==> config.mk <==
export PLATFORM = sky130hd
export DESIGN_NAME = midi_voice_ctrl_flat
export DESIGN_NICKNAME = d
export VERILOG_FILES = /design/src/rtl/midi_voice_ctrl_pkg.sv /design/src/rtl/midi_voice_ctrl_if.sv /design/src/rtl/midi_voice_ctrl_note_rom.sv /design/src/rtl/midi_voice_ctrl.sv /design/src/flat_wrapper.sv
export SDC_FILE = /design/constraint.sdc
export NUM_CORES = 1
export LEC_CHECK = 0
export BUFFER_PORTS_ARGS = -buffer_cell sky130_fd_sc_hd__buf_2
export CORE_MARGIN = 3
export CORE_UTILIZATION = 35
export CTS_CLUSTER_SIZE = 14
export DETAILED_ROUTE_END_ITERATION = 6
export SLEW_MARGIN = 20
export SYNTH_ARGS = -nofsm -noshare
export SYNTH_HDL_FRONTEND = slang
export SYNTH_SLANG_ARGS = --single-unit
==> constraint.sdc <==
create_clock -name clk -period 4.3 [get_ports clk]
set_input_delay 0.86 -clock clk [delete_from_list [all_inputs] [get_ports clk]]
set_output_delay 0.86 -clock clk [all_outputs]
set_load 0.05 [all_outputs]
==> src/rtl/midi_voice_ctrl_pkg.sv <==
// midi_voice_ctrl_pkg: MIDI status nibbles, controller numbers, FSM states and note-increment helper
package midi_voice_ctrl_pkg;
   localparam logic [3:0] NOTE_OFF   = 4'h8;
   localparam logic [3:0] NOTE_ON    = 4'h9;
   localparam logic [3:0] CC         = 4'hB;
   localparam logic [3:0] PROG       = 4'hC;
   localparam logic [3:0] CH_AT      = 4'hD;
   localparam logic [6:0] CC_ALL_SOUND_OFF = 7'd120;
   localparam logic [6:0] CC_ALL_NOTES_OFF = 7'd123;
   localparam logic [6:0] RESET_NOTE       = 7'd60;
   typedef enum logic [1:0] {IDLE, WAIT_D1, WAIT_D2} state_t;
   // Equal-tempered phase increment for note n, rounded to nearest, saturated to pb bits
   function automatic longint unsigned note_inc(input int n, input int pb, input int fs);
      real inc;
      inc = 440.0 * 2.0 ** ((n - 69) / 12.0) * 2.0 ** pb / fs;
      if (inc >= 2.0 ** pb - 0.5) return '1;
      return longint'(inc);
   endfunction
endpackage

==> src/rtl/midi_voice_ctrl_if.sv <==
// midi_voice_ctrl_if: UART byte stream in, voice control out
interface midi_voice_ctrl_if #(parameter int PHASE_BITS = 16);
   logic [3:0]            midi_channel;
   logic [7:0]            rx_data;
   logic                  rx_valid;
   logic                  gate;
   logic                  note_strobe;
   logic [PHASE_BITS-1:0] pitch_increment;
   logic [3:0]            voice_select;
   logic [6:0]            velocity;
   modport master (output midi_channel, rx_data, rx_valid,
                   input gate, note_strobe, pitch_increment, voice_select, velocity);
   modport slave (input midi_channel, rx_data, rx_valid,
                  output gate, note_strobe, pitch_increment, voice_select, velocity);
endinterface

==> src/rtl/midi_voice_ctrl_note_rom.sv <==
// midi_note_rom: constant 128-entry MIDI note to phase increment table
module midi_note_rom
   import midi_voice_ctrl_pkg::*;
#(
   parameter int PHASE_BITS = 16,
   parameter int SAMPLEFREQ = 31250
) (
   input  logic [6:0]            note,
   output logic [PHASE_BITS-1:0] inc
);
   logic [PHASE_BITS-1:0] rom [128];
   for (genvar g = 0; g < 128; g++) begin : g_rom
      localparam logic [PHASE_BITS-1:0] V = PHASE_BITS'(note_inc(g, PHASE_BITS, SAMPLEFREQ));
      assign rom[g] = V;
   end
   assign inc = rom[note];
endmodule

==> src/rtl/midi_voice_ctrl.sv <==
// midi_voice_ctrl: monophonic last-note-priority MIDI parser driving one synth voice
module midi_voice_ctrl
   import midi_voice_ctrl_pkg::*;
#(
   parameter int PHASE_BITS = 16,
   parameter int SAMPLEFREQ = 31250
) (
   input logic              clk,
   input logic              rst,
   midi_voice_ctrl_if.slave bus
);
   localparam logic [PHASE_BITS-1:0] RESET_INC = PHASE_BITS'(note_inc(int'(RESET_NOTE), PHASE_BITS, SAMPLEFREQ));
   state_t                state, state_nx;
   logic [3:0]            run_type, run_type_nx;
   logic [6:0]            d1, d1_nx, cur_note, cur_note_nx, ed1, ed2, velocity_nx;
   logic                  is_sys, is_status, is_data, one_byte, exec;
   logic                  note_on, note_off, all_off, prog, gate_nx;
   logic [3:0]            voice_nx;
   logic [PHASE_BITS-1:0] rom_inc, pitch_nx;

   // Byte classes; real-time bytes (F8..FF) match none of these and leave everything untouched
   assign is_sys    = bus.rx_valid && bus.rx_data[7:3] == 5'b11110;
   assign is_status = bus.rx_valid && bus.rx_data[7] && bus.rx_data[7:4] != 4'hF;
   assign is_data   = bus.rx_valid && !bus.rx_data[7];
   // IDLE doubles as "running status clear", so data there is ignored
   assign one_byte  = run_type == PROG || run_type == CH_AT;
   assign exec      = is_data && ((state == WAIT_D1 && one_byte) || state == WAIT_D2);
   assign ed1       = state == WAIT_D2 ? d1 : bus.rx_data[6:0];
   assign ed2       = bus.rx_data[6:0];
   assign note_on   = exec && run_type == NOTE_ON && ed2 != 7'd0;
   assign note_off  = exec && (run_type == NOTE_OFF || (run_type == NOTE_ON && ed2 == 7'd0)) && ed1 == cur_note;
   assign all_off   = exec && run_type == CC && (ed1 == CC_ALL_SOUND_OFF || ed1 == CC_ALL_NOTES_OFF);
   assign prog      = exec && run_type == PROG;

   midi_note_rom #(.PHASE_BITS(PHASE_BITS), .SAMPLEFREQ(SAMPLEFREQ)) u_rom (.note(ed1), .inc(rom_inc));

   // Parser state register
   always_ff @(posedge clk) begin
      if (!rst) begin
         state    <= IDLE;
         run_type <= '0;
         d1       <= '0;
      end else begin
         state    <= state_nx;
         run_type <= run_type_nx;
         d1       <= d1_nx;
      end
   end

   // Next state: status bytes restart parsing, data bytes advance through the message
   always_comb begin
      state_nx    = state;
      run_type_nx = run_type;
      d1_nx       = d1;
      if (is_sys) begin
         state_nx = IDLE;
      end else if (is_status) begin
         state_nx    = bus.rx_data[3:0] == bus.midi_channel ? WAIT_D1 : IDLE;
         run_type_nx = bus.rx_data[7:4];
      end else if (is_data && state != IDLE) begin
         d1_nx    = state == WAIT_D1 ? bus.rx_data[6:0] : d1;
         state_nx = state == WAIT_D1 && !one_byte ? WAIT_D2 : WAIT_D1;
      end
   end

   // Next output values from the executed message
   always_comb begin
      gate_nx     = note_on ? 1'b1 : (note_off || all_off) ? 1'b0 : bus.gate;
      cur_note_nx = note_on ? ed1 : cur_note;
      velocity_nx = note_on ? ed2 : bus.velocity;
      pitch_nx    = note_on ? rom_inc : bus.pitch_increment;
      voice_nx    = prog ? 4'b0001 << ed1[1:0] : bus.voice_select;
   end

   // Output registers
   always_ff @(posedge clk) begin
      if (!rst) begin
         bus.gate            <= 1'b0;
         bus.note_strobe     <= 1'b0;
         bus.pitch_increment <= RESET_INC;
         bus.voice_select    <= 4'b0001;
         bus.velocity        <= '0;
         cur_note            <= RESET_NOTE;
      end else begin
         bus.gate            <= gate_nx;
         bus.note_strobe     <= note_on;
         bus.pitch_increment <= pitch_nx;
         bus.voice_select    <= voice_nx;
         bus.velocity        <= velocity_nx;
         cur_note            <= cur_note_nx;
      end
   end
endmodule

==> src/flat_wrapper.sv <==
// flat-port wrapper written by rule: the top's interface ports become plain ports
module midi_voice_ctrl_flat import midi_voice_ctrl_pkg::*;
#(
   parameter int PHASE_BITS = 16,
   parameter int SAMPLEFREQ = 31250
)
  (clk, rst, bus_midi_channel, bus_rx_data, bus_rx_valid, bus_gate, bus_note_strobe, bus_pitch_increment, bus_voice_select, bus_velocity);
  midi_voice_ctrl_if #(.PHASE_BITS(PHASE_BITS)) bus_i ();
  input logic clk;
  input logic rst;
  input wire logic [$bits(bus_i.midi_channel)-1:0] bus_midi_channel;
  input wire logic [$bits(bus_i.rx_data)-1:0] bus_rx_data;
  input wire logic [$bits(bus_i.rx_valid)-1:0] bus_rx_valid;
  output wire logic [$bits(bus_i.gate)-1:0] bus_gate;
  output wire logic [$bits(bus_i.note_strobe)-1:0] bus_note_strobe;
  output wire logic [$bits(bus_i.pitch_increment)-1:0] bus_pitch_increment;
  output wire logic [$bits(bus_i.voice_select)-1:0] bus_voice_select;
  output wire logic [$bits(bus_i.velocity)-1:0] bus_velocity;
  assign bus_i.midi_channel = bus_midi_channel;
  assign bus_i.rx_data = bus_rx_data;
  assign bus_i.rx_valid = bus_rx_valid;
  assign bus_gate = bus_i.gate;
  assign bus_note_strobe = bus_i.note_strobe;
  assign bus_pitch_increment = bus_i.pitch_increment;
  assign bus_voice_select = bus_i.voice_select;
  assign bus_velocity = bus_i.velocity;
  midi_voice_ctrl #(.PHASE_BITS(PHASE_BITS), .SAMPLEFREQ(SAMPLEFREQ)) u_core (.clk(clk), .rst(rst), .bus(bus_i));
endmodule
==> results of run 1 <==
==> cell families (layout without fill, tap and decap cells) <==
logic type / after synthesis / after routing / share of synthesized area, %
multiplexers: 24 / 24 / 6.118
adder cells (fa/ha/maj): 10 / 10 / 2.970
XOR/XNOR: 14 / 14 / 2.910
other: 1 / 1 / 0.08901
AND/OR/NAND/NOR: 212 / 212 / 25.54
buffers and inverters: 73 / 93 / 7.484
flip-flops: 48 / 48 / 22.81
AO/OA/AOI/OAI: 194 / 194 / 32.08
==> state kept, by name, summed over array words and instances, names as in the netlist <==
signal and cells:
u_core.bus.velocity 7, u_core.run_type 4, u_core.bus.voice_select 4, u_core.state 2, u_core.d1 7, u_core.bus.gate 1
u_core.bus.pitch_increment 15, u_core.bus.note_strobe 1, u_core.cur_note 7
==> per-stage QoR <==
stage / util (%) / worst slack [ns]
after CTS: 40.62 / 0.5973
after global routing: 40.62 / 0.2847
after detailed placement: 39.27 / 0.6243
after floorplan: - / 0.9271
after global placement: 39.27 / 0.6241
final: 40.62 / 0.4919
==> power breakdown <==
part           leakage (nW)  switching (mW)  internal, mW  total, mW
Sequential            0.388         0.00454         0.447      0.452
Combinational          1.39           0.197        0.0981      0.295
Clock                0.0779           0.183         0.236      0.419
==> placed cells by master, fill, tap and decap left out, types with 4 or more instances in the layout <==
master / instances
o22ai_1: 4
o31ai_1: 12
inv_1: 14
xor2_1: 4
a22oi_1: 5
o211ai_1: 16
nand3_1: 16
a2111oi_0: 6
nor3b_1: 8
clkbuf_16: 5
dfxtp_1: 48
nor2b_1: 16
a211oi_1: 13
a21boi_0: 10
o221ai_1: 4
o221a_2: 4
ha_1: 10
nor3_1: 19
nand2b_1: 6
a311oi_1: 4
nor4_1: 5
a21oi_1: 41
o21ai_0: 24
buf_4: 28
a221oi_1: 5
buf_2: 42
nand2_1: 74
a31oi_1: 16
mux2i_1: 20
xnor2_1: 10
nor2_1: 39
or3_1: 5
==> cell type report <==
type,count,area [µm²]
clock buffers,6,138.9
clock inverters,2,17.52
fillers,1211,6897
inverters,15,56.30
multi-input cells,455,2944
flip-flops and latches,48,960.9
well taps,143,178.9
repair buffers,70,420.4
==> metal layers <==
metal  routed length (µm)  part of all wire [%]  GRT usage, %
met2                 7647                    45         40.28
met5                    0                     0             0
met4                  809                   4.7         13.07
met1                 7231                    42         34.40
met3                 1375                   8.1         3.916
==> how the worst max path moves through the flow <==
stage	to	slack, ns	cells past startpoint
after global placement	u_core.bus.pitch_increment[4]	0.62	9
after detailed placement	u_core.bus.pitch_increment[4]	0.62	9
after floorplan	u_core.bus.pitch_increment[3]	0.93	15
after CTS	u_core.bus.pitch_increment[4]	0.60	9
after global routing	u_core.bus.pitch_increment[6]	0.28	9
final	u_core.bus.pitch_increment[4]	0.49	9
==> worst max-delay path, stage by stage, from the launching register on <==
cell and delay [ns]:
dfxtp_1 0.64, nand2b_1 0.35, buf_4 0.27, mux2i_1 0.38, ha_1 0.50, a21oi_1 0.24, a21boi_0 0.24, o22ai_1 0.10
a2111oi_0 0.76, o41ai_1 0.17
==> qor.yml, run 1 <==
grt:
  grt_pass1_vias: 4616
  grt_max_degree: 49
  antenna_found_initial: 0
  grt_pass1_wl_mm: 26.54
  track_usage_pct: 25.72
  grt_overflow: 0
worst_setup_path:
  critPathCaptureType: "flip-flop"
  path_class: "flip-flop to flip-flop"
  path_max_fanout: 17
  rrSetupSlack_ns: 0.49
  r2r-start: "u_core.state[0]"
  worst_r2r_path_depth: 9
  crit_required_ns: 4.45
  crit_arrival_ns: 3.96
  timing.rr.end: "u_core.bus.pitch_increment[4]"
  crit_path_start_kind: "flip-flop"
  cp-startpoint: "u_core.state[0]"
cts:
  clkTransAtPathRegs_ns: 0.07
  ctsHoldBuffers: 0
  htreeDepth: 2
  clockBufferDepth: 2
  clk_latency_ns: 0.29
  cts-root-buf: "clkbuf_16"
  numClockSinks: 48
  cts_resized: 0
  cts_setup_buffers: 0
  cts_made_buffers: 5
  cts_tree: "done"
place:
  gp_congestion: 0.9527
  dp_cells: 731
  dp_hpwl_mm: 12.25
  io_buffers: 42
  postPlaceCellArea_um2: 4561
sta:
  worst_pin_slew_ns: 0.8661
  slew_headroom_pct: 41.76
  skew_ns: 0.006204
  hold_ws_ns: 0.4630
  hold_viol: 0
  setup_tns_ns: 0
  max_freq_ghz: 0.2626
  finalCritPeriodShare_pct: 88.56
  final-max-slew-violation-count: 0
  setup_viol: 0
  min_period_ns: 3.808
  rsz0062_at_grt: "false"
floorplanning:
  dieArea_um2: 13390
  die-width_um: 115.7
  rows: 39
  start_util_pct: 36.27
  core_area_um2: 11610
  io_pins: 44
  die_y_um: 115.7
synthesis:
  synth.distinct_cells: 71
  synthCells: 576
  ys_warn_count: 0
  ys_top_cells_by_count: "nand2_1 (74), dfxtp_1 (48), a21oi_1 (42)"
  synth.avg_cell_area_um2: 7.314
  synth_top_cell_by_area: "dfxtp_1"
  async_flop_share_pct: 0
  ys_seq_area_share_pct: 22.81
  synth_most_common_cell: "nand2_1"
  netlist_top_cells_area: "dfxtp_1 (23%), nand2_1 (6.6%), a21oi_1 (5.0%)"
  ys_seq_elements: 48
  yosysTopAreaCellShare_pct: 22.81
  synth_ff_type: "dfxtp_1"
  syn_area_um2: 4213
  synthesis.nets: 601
  synth_edf_count: 0
cells_and_area:
  final_nets: 620
  final_cells: 739
  area_delta_synth_final_pct: 11.97
  fin_area_um2: 4717
  antennaDiodeCount: 0
  drive_above_1_share_pct: 16.11
detailed_routing:
  vias_per_cell: 6.475
  drc: 0
  drtIter0Drc: 522
  num_vias: 4785
  wirelength_mm: 17.06
  drtPass1Iterations: 5
  ant_nets: 0
  wl_per_cell_um: 23.09
hold_path:
  holdPathEnd: "u_core.bus.pitch_increment[10]"
  hp-start: "u_core.bus.pitch_increment[10]"
  hold_depth: 2
  min_path_type: "flip-flop to flip-flop"
run_status:
  outcome: "completed"
flow_run:
  cap_viol_max_count: 0
power:
  vdd_drop_max_mv: 0.1910
  cellLeakagePower_nw: 1.859
  total_power_mw: 1.166
  powerDensity_nw_per_um2: 247.2
Note: power is estimated with default switching activity, not from simulation.
==> run 2: changes to the inputs <==
--- a/config.mk
+++ b/config.mk
@@ -10,6 +10,7 @@
 export CORE_UTILIZATION = 35
 export CTS_CLUSTER_SIZE = 14
 export DETAILED_ROUTE_END_ITERATION = 6
+export PLACE_DENSITY = 0.63
 export SLEW_MARGIN = 20
 export SYNTH_ARGS = -nofsm -noshare
 export SYNTH_HDL_FRONTEND = slang
==> qor.yml, run 2 (synthesis gave the netlist of run 1 again) <==
grt:
  track_usage_pct: 26.14
  grt_pass1_vias: 4473
  antenna_found_initial: 0
  grt_pass1_wl_mm: 26.79
  grt_overflow: 0
  grt_max_degree: 49
sta:
  setup_tns_ns: 0
  slew_headroom_pct: 38.76
  setup_viol: 0
  worst_pin_slew_ns: 0.9144
  hold_ws_ns: 0.4627
  rsz0062_at_grt: "false"
  min_period_ns: 3.721
  skew_ns: 0.01406
  max_freq_ghz: 0.2688
  hold_viol: 0
  final-max-slew-violation-count: 0
  finalCritPeriodShare_pct: 86.53
cts:
  clockBufferDepth: 2
  clk_latency_ns: 0.30
  htreeDepth: 2
  cts_tree: "done"
  ctsHoldBuffers: 0
  cts_resized: 0
  clkTransAtPathRegs_ns: 0.08
  cts_made_buffers: 5
  cts-root-buf: "clkbuf_16"
  cts_setup_buffers: 0
  numClockSinks: 48
floorplanning:
  rows: 39
  die-width_um: 115.7
  die_y_um: 115.7
  io_pins: 44
  dieArea_um2: 13390
  start_util_pct: 36.27
  core_area_um2: 11610
detailed_routing:
  num_vias: 4780
  drc: 0
  drtIter0Drc: 507
  wirelength_mm: 17.21
  ant_nets: 0
  wl_per_cell_um: 23.25
  vias_per_cell: 6.459
  drtPass1Iterations: 5
cells_and_area:
  drive_above_1_share_pct: 16.25
  fin_area_um2: 4761
  final_nets: 622
  regArea_um2: 960.9
  mostFrequentLayoutCells: "nand2_1 (74), dfxtp_1 (48), buf_2 (42), a21oi_1 (41), nor2_1 (39)"
  top_register: "u_core.bus.pitch_increment"
  final_common_cell: "nand2_1"
  multi_input_area_um2: 2944
  final_cells: 740
  antennaDiodeCount: 0
  area_delta_synth_final_pct: 13.01
  largest_reg_flops: 15
  n_fill_cell: 1210
worst_setup_path:
  path_class: "flip-flop to flip-flop"
  crit_path_start_kind: "flip-flop"
  crit_required_ns: 4.49
  crit_arrival_ns: 3.91
  critPathCaptureType: "flip-flop"
  worst_r2r_path_depth: 8
  path_max_fanout: 25
place:
  io_buffers: 42
  dp_cells: 733
  postPlaceCellArea_um2: 4576
  dp_hpwl_mm: 12.51
  gp_congestion: 1.002
power:
  powerDensity_nw_per_um2: 266.3
  cellLeakagePower_nw: 1.882
  vdd_drop_max_mv: 0.1607
  total_power_mw: 1.268
run_status:
  outcome: "completed"
flow_run:
  cap_viol_max_count: 0
hold_path:
  hold_depth: 2
  min_path_type: "flip-flop to flip-flop"
-- run 2: cell count changes in the layout (fill, tap and decap cells not counted), sizes merged --
cell / before / now
clkbuf: 6 / 5
bufinv: 0 / 2
inv: 17 / 15
buf: 70 / 72
-- run 2: power breakdown --
| group | leakage (nW) | internal, mW | switching [mW] |
|---|---|---|---|
| clock network | 0.0899 | 0.331 | 0.186 |
| registers | 0.388 | 0.447 | 0.00421 |
| logic | 1.40 | 0.100 | 0.200 |
-- run 2: area by class of cell --
cell class / instances / area share (%)
multi-input combinational: 455 / 61.84
sequential: 48 / 20.18
tap: 143 / 3.758
inverter: 15 / 1.183
clock buffer: 5 / 2.628
timing repair buffer: 72 / 9.146
clock inverter: 2 / 1.261
-- run 2: worst max-delay path, stage by stage (launching register included) --
cell	delay [ns]
dfxtp_1	0.62
nand2b_1	0.61
buf_4	0.41
nor3b_1	0.09
a31oi_1	0.70
o22ai_1	0.24
a221oi_1	0.49
nor3_1	0.14
o311ai_0	0.32
-- run 2: worst paths after layout --
check                                                    start                             end  slack [ns]
worst min register to register  u_core.bus.pitch_increment[10]  u_core.bus.pitch_increment[10]        0.46
worst max register to register                 u_core.state[0]   u_core.bus.pitch_increment[5]        0.58
worst max-delay path                           u_core.state[0]   u_core.bus.pitch_increment[5]        0.58
worst min-delay path            u_core.bus.pitch_increment[10]  u_core.bus.pitch_increment[10]        0.46
-- run 2: metal layers --
metal	part of all wire (%)	up-vias	track usage, %
met1	42	2214	35.34
li1	-	2197	-
met5	0	-	0
met3	10	60	5.222
met4	4.8	0	12.22
met2	43	309	40.12
-- run 2: through the flow --
step / worst slack, ns / utilization, %
6_report: 0.5794 / 40.99
5_1_grt: 0.4184 / 40.99
4_1_cts: 0.6814 / 40.99
3_5_place_dp: 0.6813 / 39.40
3_3_place_gp: 0.7364 / 39.40
2_1_floorplan: 0.9271 / -
==> run 3: changes to the inputs <==
--- a/config.mk
+++ b/config.mk
@@ -7,10 +7,10 @@
 export LEC_CHECK = 0
 export BUFFER_PORTS_ARGS = -buffer_cell sky130_fd_sc_hd__buf_2
 export CORE_MARGIN = 3
-export CORE_UTILIZATION = 35
+export CORE_UTILIZATION = 45
 export CTS_CLUSTER_SIZE = 14
 export DETAILED_ROUTE_END_ITERATION = 6
-export PLACE_DENSITY = 0.63
+export PLACE_DENSITY = 0.75
 export SLEW_MARGIN = 20
 export SYNTH_ARGS = -nofsm -noshare
 export SYNTH_HDL_FRONTEND = slang
==> qor.yml, run 3 (synthesis gave the netlist of run 1 again) <==
run_status:
  outcome: "completed"
detailed_routing:
  drtPass1Iterations: 5
  ant_nets: 0
  wl_met1_mm: 6.812
  num_vias: 4796
  wl_met3_mm: 1.663
  wl_per_cell_um: 23.38
  route.met2.wl_mm: 7.294
  wirelength_mm: 16.42
  vias_per_cell: 6.832
  maxUsedRoutingLayer: "met4"
  drtIter0Drc: 592
  drc: 0
cells_and_area:
  area_delta_synth_final_pct: 9.237
  final_nets: 618
  drive_above_1_share_pct: 15.82
  final_cells: 702
  largest_reg_flops: 15
  antennaDiodeCount: 0
  mostFrequentLayoutCells: "nand2_1 (74), dfxtp_1 (48), buf_2 (42), a21oi_1 (41), nor2_1 (39)"
  top_register: "u_core.bus.pitch_increment"
  final_common_cell: "nand2_1"
grt:
  antenna_found_initial: 0
  track_usage_pct: 31.38
  grt_overflow: 0
  grt_max_degree: 49
  grt_pass1_wl_mm: 25.43
  grt_pass1_vias: 4479
floorplanning:
  core_area_um2: 8891
  die_y_um: 102.8
  die-width_um: 102.8
  start_util_pct: 47.38
  rows: 34
  io_pins: 44
  dieArea_um2: 10560
power:
  cellLeakagePower_nw: 1.825
  powerDensity_nw_per_um2: 230.5
  vdd_drop_max_mv: 0.1507
  total_power_mw: 1.061
sta:
  finalCritPeriodShare_pct: 86.25
  slew_headroom_pct: 29.59
  max_freq_ghz: 0.2696
  hold_ws_ns: 0.4587
  worst_pin_slew_ns: 1.051
  setup_viol: 0
  setup_tns_ns: 0
  final-max-slew-violation-count: 0
  finalWorstSetupSlack_ns: 0.5912
  hold_viol: 0
  min_period_ns: 3.709
  skew_ns: 0.01210
  rsz0062_at_grt: "false"
cts:
  clk_latency_ns: 0.31
  clockBufferDepth: 2
  numClockSinks: 48
  ctsHoldBuffers: 0
  htreeDepth: 2
  cts_made_buffers: 5
  cts-root-buf: "clkbuf_8"
  cts_tree: "done"
  clkTransAtPathRegs_ns: 0.11
  cts_resized: 0
  cts_setup_buffers: 0
worst_setup_path:
  r2r-start: "u_core.state[0]"
  cp_cell_sequence: "nand2b_1 -> mux2i_1 -> buf_4 -> inv_1 -> ha_1 -> inv_1 -> nand2_1 -> a21boi_0 -> o22ai_1 -> a2111oi_0 -> buf_4 -> o41ai_1"
  cp_slowest_stage_delay_ns: 0.69
  crit_required_ns: 4.50
  critPathCaptureType: "flip-flop"
  cp_top_family: "compound AO/OA/AOI/OAI gates"
  cp_num_buf_inv: 4
  worst_r2r_path_depth: 12
  path_class: "flip-flop to flip-flop"
  cp-endpoint: "u_core.bus.pitch_increment[4]"
  crit_arrival_ns: 3.91
  cp-startpoint: "u_core.state[0]"
  rrSetupSlack_ns: 0.59
  crit_path_start_kind: "flip-flop"
  timing.rr.end: "u_core.bus.pitch_increment[4]"
  critPathSlowestCell: "a2111oi_0"
  cp.depth: 12
  path_max_fanout: 17
place:
  dp_hpwl_mm: 11.75
  place_ws_ns: 0.6092
  io_buffers: 42
  dp_cells: 694
  gp_congestion: 0.9703
hold_path:
  hold_depth: 2
  min_path_type: "flip-flop to flip-flop"
flow_run:
  cap_viol_max_count: 0
run 3: cell types whose count changed in the layout (fill, tap and decap cells not counted):
cell	delta
clkbuf_8	+6
clkbuf_16	-5
buf_4	-4
bufinv_16	-2
inv_6	+2
run 3: worst min-delay path by stage:
stage                                        start                             end  slack, ns
finish              u_core.bus.pitch_increment[10]  u_core.bus.pitch_increment[10]       0.46
global route        u_core.bus.pitch_increment[10]  u_core.bus.pitch_increment[10]       0.48
CTS                 u_core.bus.pitch_increment[10]  u_core.bus.pitch_increment[10]       0.46
detailed placement  u_core.bus.pitch_increment[10]  u_core.bus.pitch_increment[10]       0.44
global placement    u_core.bus.pitch_increment[10]  u_core.bus.pitch_increment[10]       0.44
floorplan                       u_core.run_type[3]              u_core.run_type[3]       0.46
run 3: through the flow:
step                utilization, %  area [µm²]
detailed placement           50.63        4502
global placement             50.63        4502
global route                 51.76        4602
floorplan                        -        4213
finish                       51.76        4602
CTS                          51.76        4602
run 3: where the power goes:
part	total [mW]	switching, mW	internal, mW	leakage [nW]
Combinational	0.294	0.197	0.0967	1.39
Clock	0.315	0.180	0.135	0.0522
Sequential	0.451	0.00399	0.447	0.388
Total	1.06	0.382	0.679	1.82
run 3: final cells by class:
cell class / count / area (µm²)
inverter: 15 / 56.30
clock buffer: 6 / 82.58
fill: 878 / 4289
multi-input combinational: 455 / 2944
tap: 108 / 135.1
sequential: 48 / 960.9
timing repair buffer: 68 / 405.4
clock inverter: 2 / 17.52
run 3: per-layer routing:
layer  GRT usage (%)  up-vias
met4           12.65        0
met1           43.37     2280
met2           48.36      286
met3           5.751       53
met5               0        -
li1                -     2177
run 3: worst min-delay path, stage by stage (launching register included):
cell and delay, ns:
dfxtp_1 0.33, nand3_1 0.06, nand2_1 0.04
